**src/rtl/acc_alu_seq.sv**
```systemverilog
`default_nettype none
// ============================================================================
//  Module   : acc_alu_seq
//  Purpose  : Accumulator ALU with iterative shift-add fixed-point multiply
//             and Zero/Neg/Ovf status. Define ACC_ALU_SAT_EN for saturation.
//  Revision : 1.0 - initial release
// ============================================================================
module acc_alu_seq #(
  parameter int WIDTH     = 8,
  parameter int FRAC_BITS = 3
) (
  input  logic             Clock,
  input  logic             Reset,
  input  logic [WIDTH-1:0] Imm,
  input  logic [WIDTH-1:0] RegData,
  input  logic [WIDTH-1:0] SW,
  input  logic [2:0]       Func,
  input  logic             WE,
  input  logic             SelSW,
  input  logic             SelImm,
  output logic [WIDTH-1:0] Out,
  output logic             Busy,
  output logic             Done,
  output logic             Zero,
  output logic             Neg,
  output logic             Ovf
);

  localparam logic [2:0] c_OP_ADD  = 3'd0;
  localparam logic [2:0] c_OP_ADDI = 3'd1;
  localparam logic [2:0] c_OP_SUB  = 3'd2;
  localparam logic [2:0] c_OP_SUBI = 3'd3;
  localparam logic [2:0] c_OP_MULI = 3'd4;
  localparam logic [2:0] c_OP_MULR = 3'd5;
  localparam logic [2:0] c_OP_RTA  = 3'd6;
  localparam logic [2:0] c_OP_LSW  = 3'd7;

`ifdef ACC_ALU_SAT_EN
  localparam bit c_SAT_EN = 1'b1;
`else
  localparam bit c_SAT_EN = 1'b0;
`endif

  localparam int                c_CW   = $clog2(WIDTH + 1);
  localparam logic [c_CW-1:0]   c_LAST = c_CW'(WIDTH - 1);
  localparam logic [c_CW-1:0]   c_ONE  = c_CW'(1);
  localparam logic [WIDTH-1:0]  c_MAX  = {1'b0, {(WIDTH-1){1'b1}}};
  localparam logic [WIDTH-1:0]  c_MIN  = {1'b1, {(WIDTH-1){1'b0}}};

  typedef enum logic [1:0] {
    S_IDLE = 2'd0,
    S_MUL  = 2'd1,
    S_FIN  = 2'd2
  } state_t;

  state_t                r_state;
  state_t                w_state_next;
  logic [WIDTH-1:0]      r_acc;
  logic                  r_ovf;
  logic                  r_done;
  logic                  r_neg;
  logic [c_CW-1:0]       r_cnt;
  logic [2*WIDTH-1:0]    r_prod;
  logic [2*WIDTH-1:0]    r_mcand;
  logic [WIDTH:0]        r_mplier;

  logic [WIDTH-1:0]      w_opa;
  logic [WIDTH:0]        w_acc_x;
  logic [WIDTH:0]        w_opa_x;
  logic                  w_is_sub;
  logic                  w_is_mul;
  logic [WIDTH:0]        w_sum;
  logic                  w_arith_ovf;
  logic [WIDTH-1:0]      w_arith_res;
  logic [WIDTH-1:0]      w_mplier_src;
  logic [WIDTH:0]        w_mplier_x;
  logic [WIDTH:0]        w_mcand_mag;
  logic [WIDTH:0]        w_mplier_mag;
  logic [2*WIDTH-1:0]    w_prod_s;
  logic signed [2*WIDTH-1:0] w_shift;
  logic [WIDTH:0]        w_hi;
  logic                  w_mul_ovf;
  logic [WIDTH-1:0]      w_mul_res;

  assign w_opa    = SelSW ? SW : (SelImm ? Imm : RegData);
  assign w_is_sub = (Func == c_OP_SUB) || (Func == c_OP_SUBI);
  assign w_is_mul = (Func == c_OP_MULI) || (Func == c_OP_MULR);

  // One extra bit of headroom exposes signed overflow as sum[W] != sum[W-1]
  assign w_acc_x     = {r_acc[WIDTH-1], r_acc};
  assign w_opa_x     = {w_opa[WIDTH-1], w_opa};
  assign w_sum       = w_is_sub ? (w_acc_x - w_opa_x) : (w_acc_x + w_opa_x);
  assign w_arith_ovf = w_sum[WIDTH] ^ w_sum[WIDTH-1];
  assign w_arith_res = (c_SAT_EN && w_arith_ovf) ? (w_sum[WIDTH] ? c_MIN : c_MAX)
                                                 : w_sum[WIDTH-1:0];

  // Magnitudes carry WIDTH+1 bits so -2^(WIDTH-1) stays exact
  assign w_mplier_src = (Func == c_OP_MULI) ? Imm : w_opa;
  assign w_mplier_x   = {w_mplier_src[WIDTH-1], w_mplier_src};
  assign w_mcand_mag  = r_acc[WIDTH-1] ? -w_acc_x : w_acc_x;
  assign w_mplier_mag = w_mplier_src[WIDTH-1] ? -w_mplier_x : w_mplier_x;

  assign w_prod_s  = r_neg ? -r_prod : r_prod;
  assign w_shift   = $signed(w_prod_s) >>> FRAC_BITS;
  assign w_hi      = w_shift[2*WIDTH-1:WIDTH-1];
  assign w_mul_ovf = ~((&w_hi) | ~(|w_hi));
  assign w_mul_res = (c_SAT_EN && w_mul_ovf) ? (r_neg ? c_MIN : c_MAX)
                                             : w_shift[WIDTH-1:0];

  always_ff @(posedge Clock or posedge Reset) begin
    if (Reset) begin
      r_state <= S_IDLE;
    end else begin
      r_state <= w_state_next;
    end
  end

  always_comb begin
    w_state_next = r_state;
    case (r_state)
      S_IDLE:  if (WE && w_is_mul) w_state_next = S_MUL;
      S_MUL:   if (r_cnt == c_LAST) w_state_next = S_FIN;
      S_FIN:   w_state_next = S_IDLE;
      default: w_state_next = S_IDLE;
    endcase
  end

  always_ff @(posedge Clock or posedge Reset) begin
    if (Reset) begin
      r_acc    <= '0;
      r_ovf    <= 1'b0;
      r_done   <= 1'b0;
      r_neg    <= 1'b0;
      r_cnt    <= '0;
      r_prod   <= '0;
      r_mcand  <= '0;
      r_mplier <= '0;
    end else begin
      r_done <= (r_state == S_FIN);
      case (r_state)
        S_IDLE: begin
          if (WE) begin
            case (Func)
              c_OP_ADD, c_OP_ADDI, c_OP_SUB, c_OP_SUBI: begin
                r_acc <= w_arith_res;
                r_ovf <= w_arith_ovf;
              end
              c_OP_RTA, c_OP_LSW: begin
                r_acc <= w_opa;
                r_ovf <= 1'b0;
              end
              c_OP_MULI, c_OP_MULR: begin
                r_mcand  <= {{(WIDTH-1){1'b0}}, w_mcand_mag};
                r_mplier <= w_mplier_mag;
                r_neg    <= r_acc[WIDTH-1] ^ w_mplier_src[WIDTH-1];
                r_prod   <= '0;
                r_cnt    <= '0;
              end
              default: ;
            endcase
          end
        end
        S_MUL: begin
          if (r_mplier[0]) r_prod <= r_prod + r_mcand;
          r_mcand  <= r_mcand << 1;
          r_mplier <= r_mplier >> 1;
          r_cnt    <= r_cnt + c_ONE;
        end
        S_FIN: begin
          r_acc <= w_mul_res;
          r_ovf <= w_mul_ovf;
        end
        default: ;
      endcase
    end
  end

  assign Out  = r_acc;
  assign Busy = (r_state != S_IDLE);
  assign Done = r_done;
  assign Ovf  = r_ovf;
  assign Zero = (r_acc == '0);
  assign Neg  = r_acc[WIDTH-1];

endmodule
`default_nettype wire
```
**config.mk**
```make
export PLATFORM = sky130hd
export DESIGN_NAME = acc_alu_seq
export DESIGN_NICKNAME = d
export VERILOG_FILES = /design/src/rtl/acc_alu_seq.sv
export SDC_FILE = /design/constraint.sdc
export NUM_CORES = 1
export LEC_CHECK = 0
export CAP_MARGIN = 25
export CORE_MARGIN = 5
export CORE_UTILIZATION = 30
export DETAILED_ROUTE_END_ITERATION = 8
export PLACE_DENSITY = 0.58
export SLEW_MARGIN = 40
export SYNTH_ARGS = -nofsm -noshare
export SYNTH_HDL_FRONTEND = slang
export SYNTH_SLANG_ARGS = --single-unit
```
**constraint.sdc**
```tcl
create_clock -name Clock -period 3.2 [get_ports Clock]
set_clock_uncertainty 0.1 [all_clocks]
set_input_delay 0.64 -clock Clock [delete_from_list [all_inputs] [get_ports Clock]]
set_output_delay 0.64 -clock Clock [all_outputs]
set_load 0.02 [all_outputs]
```
==> flow_metrics.tcl, run 1 <==
set metrics [dict create \
    grt_pass1_vias 4069 \
    tightest_slew_ps 606 \
    first_pass_iters 4 \
    rsz0062_at_grt "true" \
    grt.total_usage_pct 15.0 \
    grt_pass1_wl_mm 20.4 \
    dp_hpwl_mm 9.20 \
    dieArea_um2 17000 \
    diodes 0 \
    fin_area_um2 5830 \
    row_count 44 \
    core_area_um2 14400 \
    cp_top_family "compound AO/OA/AOI/OAI gates" \
    mostFrequentLayoutCells "nand2_1, o21ai_0, dfrtp_1, buf_4, nor2_1" \
    fin_util_pct 40.6 \
    max_stage_delay_ps 500 \
    ys_async_sr_fraction_pct 100 \
    cp_common_cell "o21ai_1" \
    synthToLayoutAreaGrowth_pct 34.4 \
    insertion_delay_ps 330 \
    clock.fmax_ghz 0.320 \
    via_count 4003 \
    synth_edf_count 0 \
    grt_start_max_net_pins 30 \
    clk_path_buf_depth 2 \
    portBuffers 44 \
    holdBufCountCts 0 \
    maxCapViolCount 0 \
    grt_overflow_total 0 \
    worstPathRequired_ps 3310 \
    wirelength_mm 12.1 \
    worstPathArrival_ps 3240 \
    die_y_um 130 \
    irDropWorstVdd_uv 314 \
    hp-class "flip-flop to flip-flop" \
    setup_viol 0 \
    initial_utilization_pct 30.2 \
    crit_path_top_delay_cell "clkdlybuf4s50_1" \
    antenna_left 0 \
    power.density_nw_per_um2 933 \
    place_area_um2 5370 \
    syn_area_um2 4340 \
    path_class "input port to flip-flop" \
    crit_fanout 3 \
    crit_path_end_kind "flip-flop" \
    finalCriticalPeriod_ps 3120 \
    drive_gt1_share_pct 20.1 \
    fillers 1414 \
    yosys_warnings 0 \
    hold_viol 0 \
    routedWlPerCell_um 15.0 \
    nets 678 \
    cts_root_buf "clkbuf_16" \
    initialDrtViolationCount 264 \
    avgSynthCellArea_um2 8.30 \
    crit_chain "clkdlybuf4s50_1 -> mux2i_1 -> o21ai_1 -> nor3_1 -> buf_4 -> a31o_2 -> xor2_1 -> ha_1 -> nand2_1 -> o21ai_1 -> xnor3_1 -> a221o_1" \
    yosysSeqAreaShare_pct 33.4 \
    outcome "completed" \
    final_common_cell "nand2_1" \
    synth_flop_cell "dfrtp_1" \
    critical_path_buf_inv_count 2 \
    p_leak_uw 0.00262 \
    die_x_um 130 \
    synth-seq-cells 58 \
    antenna_found_initial 0 \
    worstSetupStartpointType "input port" \
    cts_tree "yes" \
    slew_headroom_pct 59.6 \
    cts_max_level 3 \
    place.gp.congestion 0.873 \
    netlist_instances 523 \
    syn-num-nets 584 \
    slew_violations 0 \
    pin_count 45 \
    vias_per_cell 4.97 \
    cts.sinks 58 \
    fin_crit_sh_pct 97.6 \
    path_clk_slew_ps 60 \
    cts_made_buffers 9 \
    drcViolationCount 0 \
    synth_cell_types 54 \
]
## kinds of logic after synthesis
logic type	Yosys count	synth area share, %
multiplexers	17	4.07
buffers and inverters	41	3.75
AO/OA/AOI/OAI	153	21.1
AND/OR/NAND/NOR	176	18.6
flip-flops	58	33.4
XOR/XNOR	49	10.4
adder cells (fa/ha/maj)	29	8.71
## repair_timing
| item | in CTS | in global routing |
|---|---|---|
| buffers inserted | 5 | 3 |
| pin swaps | 10 | 3 |
| setup endpoints to repair | 7 | 6 |
| gates cloned | 0 | 0 |
| gates resized for setup | 25 | 36 |
## per-layer routing
layer / GRT usage, % / vias up / wire, µm
met5: 0 / - / 0
met3: 2.09 / 13 / 324
li1: - / 2029 / -
met4: 4.03 / 0 / 174
met2: 25.7 / 52 / 6010
met1: 19.9 / 1909 / 5550
## worst paths after layout
check | startpoint | to | slack, ps | cells past startpoint
max | Imm[6] | Ovf | 80 | 12
min | r_cnt[3] | r_state[1] | 370 | 1
max reg2reg | r_prod[6] | r_prod[15] | 130 | 9
min reg2reg | r_cnt[3] | r_state[1] | 370 | 1
max in group asynchronous | Reset | Out[7] | 1760 | 3
min in group asynchronous | Reset | r_cnt[1] | 590 | 2
## where the power goes
group	switching [µW]	total (µW)	internal [µW]
Sequential	380	1430	1050
Combinational	1660	3120	1470
Clock	357	884	527
## registers in the layout, indices dropped and copies added, names as in the netlist
register	flops
r_mcand	16
Ovf	1
Done	1
r_mplier	9
r_cnt	4
Out	8
r_state	2
r_prod	16
r_neg	1
## stage by stage
step / setup WS, ps / TNS [ps] / hold WS, ps / power (µW) / std cells
floorplan: -219 / -219 / 345 / 3430 / 523
global placement: -747 / -3320 / 356 / 4330 / 783
detailed placement: -845 / -4030 / 363 / 4410 / 783
CTS: -145 / -145 / 371 / 5400 / 803
global route: -76.0 / -81.9 / 411 / 5930 / 806
finish: 76.2 / 0 / 372 / 5440 / 806
## final cells by class
class,count,area (µm²),area share (%)
Multi-Input combinational cell,424,2870,49.2
Sequential cell,58,1450,24.9
Timing Repair Buffer,107,933,16.0
Tap cell,184,230,3.95
Clock buffer,9,225,3.86
Inverter,17,63.8,1.09
Clock inverter,7,55.1,0.944
## synth_stat cells (3+ instances only)
library cell	count	share of area, %
nand3_1	5	0.58
mux2i_1	14	3.2
a22oi_1	4	0.69
a31oi_1	11	1.6
and3_1	6	0.87
nand2_1	90	7.8
o21ai_0	66	7.6
o21bai_1	5	0.87
nor3_1	9	1.0
ha_1	27	7.8
xnor2_1	19	3.8
a21o_1	6	1.0
xor2_1	28	5.7
or2_2	5	0.72
nand4_1	3	0.43
a21oi_1	29	3.3
nor3b_1	3	0.52
dfrtp_1	58	33
o211ai_1	3	0.52
o21ai_1	3	0.35
a211oi_1	4	0.69
nor2_1	34	2.9
inv_1	17	1.5
o31ai_1	5	0.87
nor2b_1	6	0.87
nand2b_1	5	0.72
clkbuf_1	20	1.7
(Power assumes the default switching activity.)
==> inputs of run 2 (changes only) <==
CORE_MARGIN = 1.5   (was 5)
GPL_TIMING_DRIVEN = 0   (was default)
SLEW_MARGIN = 5   (was 40)
==> flow_metrics.tcl, run 2 (synthesized netlist as in run 1, its figures left out) <==
set metrics [dict create \
    clk_path_buf_depth 2 \
    cp_top_family "compound AO/OA/AOI/OAI gates" \
    max_stage_delay_ps 410 \
    pin_count 45 \
    fin_util_pct 41.1 \
    combPwrFrac_pct 55.0 \
    wirelength_mm 12.4 \
    grt.total_usage_pct 17.2 \
    critical_path_buf_inv_count 4 \
    slew_headroom_pct 36.7 \
    cts_tree "yes" \
    dieArea_um2 15200 \
    routedWlPerCell_um 15.6 \
    drive_gt1_share_pct 15.7 \
    clockPowerShare_pct 18.9 \
    path_class "input port to flip-flop" \
    tns_ps -198 \
    antenna_found_initial 0 \
    critPathLaunch "SelImm" \
    portBuffers 43 \
    diodes 0 \
    maxCapViolCount 0 \
    grt_pass1_wl_mm 20.1 \
    outcome "finished, violations left" \
    core_area_um2 14000 \
    initialDrtViolationCount 285 \
    switchingPower_uw 2440 \
    p_int_uw 3130 \
    dp_hpwl_mm 9.07 \
    finalCriticalPeriod_ps 3360 \
    grt_start_max_net_pins 33 \
    min-delay-start "r_cnt[3]" \
    crit_chain "buf_12 -> buf_12 -> mux2i_2 -> o21ai_2 -> inv_2 -> ha_4 -> mux2i_4 -> buf_6 -> fa_2 -> a21o_1 -> a21oi_2 -> o21bai_1 -> a21oi_2 -> o21ai_1 -> xnor3_1 -> a221o_1" \
    path_clk_slew_ps 50 \
    worstPathRequired_ps 3320 \
    setup_slack_ps -160 \
    hp-class "flip-flop to flip-flop" \
    sequentialPowerShare_pct 26.0 \
    crit_path_end_kind "flip-flop" \
    drcViolationCount 0 \
    mostFrequentLayoutCells "nand2_1, dfrtp_1, o21ai_0" \
    irDropWorstVdd_uv 331 \
    antenna_left 0 \
    worstPathArrival_ps 3480 \
    crit_fanout 5 \
    final_common_cell "nand2_1" \
    clock.fmax_ghz 0.298 \
    nets 667 \
    tightest_slew_ps 946 \
    cts_max_level 3 \
    cts_root_buf "clkbuf_16" \
    rsz0062_at_grt "true" \
    setup_viol 2 \
    power.density_nw_per_um2 968 \
    p_leak_uw 0.00251 \
    grt_overflow_total 0 \
    die_x_um 123 \
    synthToLayoutAreaGrowth_pct 32.6 \
    vias_per_cell 5.11 \
    insertion_delay_ps 340 \
    cts.sinks 58 \
    place.gp.congestion 0.846 \
    first_pass_iters 4 \
    worstSetupStartpointType "input port" \
    fin_crit_sh_pct 105 \
    hold_viol 0 \
    row_count 43 \
    via_count 4042 \
    slew_violations 0 \
    grt_pass1_vias 4045 \
    p_sw_share_pct 43.8 \
    r2r-start "r_mcand[0]" \
    crit_path_top_delay_cell "xnor3_1" \
    die_y_um 123 \
    violations "negative setup slack" \
    initial_utilization_pct 31.0 \
    cts_made_buffers 9 \
    top_regs "r_mcand: 16 flops, r_prod: 16 flops, r_mplier: 9 flops" \
]
-- run 2: layout make-up --
type                       count  area [µm²]
fill                        1370        8240
multi-input combinational    424        2890
sequential                    58        1450
timing repair buffer          72         664
clock buffer                   9         225
tap                          180         225
buffer                        24         133
clock inverter                 7         101
inverter                      17        63.8
-- run 2: metal layers --
metal / GRT usage, % / part of all wire (%) / up-vias
li1: - / - / 2002
met1: 22.7 / 45 / 1953
met2: 28.5 / 49 / 68
met3: 3.18 / 3.7 / 19
met4: 5.53 / 2.1 / 0
met5: 0 / 0 / -
-- run 2: metrics by stage --
stage / worst slack [ps] / instance area, µm² / std cells / hold slack (ps) / power (µW)
floorplan: -219 / 4380 / 523 / 345 / 3430
global route: -278 / 5750 / 791 / 391 / 6040
CTS: -222 / 5620 / 784 / 379 / 5480
detailed placement: -1290 / 5060 / 747 / 371 / 4250
global placement: -1220 / 5040 / 746 / 364 / 4160
finish: -160 / 5750 / 791 / 378 / 5570
-- run 2: worst reg2reg max path: stages (launching register included) --
cell and delay (ps):
dfrtp_1 420, ha_1 240, fa_1 420, a21o_1 180, a21oi_1 290, o21ai_0 120
a31oi_1 390, o21ai_0 210, o31ai_1 270, xor2_1 160, o21ai_0 80
-- run 2: final timing paths --
| kind | cells past startpoint | endpoint | slack, ps |
|---|---|---|---|
| max | 16 | Ovf | -160 |
| min | 1 | r_state[1] | 380 |
| max reg2reg | 10 | r_prod[12] | 190 |
| min reg2reg | 1 | r_state[1] | 380 |
| max in group asynchronous | 3 | r_cnt[2] | 1800 |
| min in group asynchronous | 2 | r_mcand[13] | 610 |
-- run 2: what timing repair did --
action	4_1_cts	5_1_grt
resized for setup	48	22
setup buffers	21	7
hold buffers	0	0
pin swaps	23	19
endpoints found under the setup margin	10	9
-- run 2: power by group through the flow --
| stage | sequential [µW] | combinational [µW] | clock [µW] |
|---|---|---|---|
| floorplan | 1400 | 2040 | 0 |
| global placement | 1450 | 2720 | 0 |
| detailed placement | 1460 | 2790 | 0 |
| CTS | 1450 | 2960 | 1070 |
| global route | 1510 | 3420 | 1110 |
| finish | 1450 | 3060 | 1050 |
==> inputs of run 3 (changes only) <==
GPL_ROUTABILITY_DRIVEN = 0   (was default)
==> results of run 3 <==
The final DEF is identical to that of run 2; final timing and power are the same.
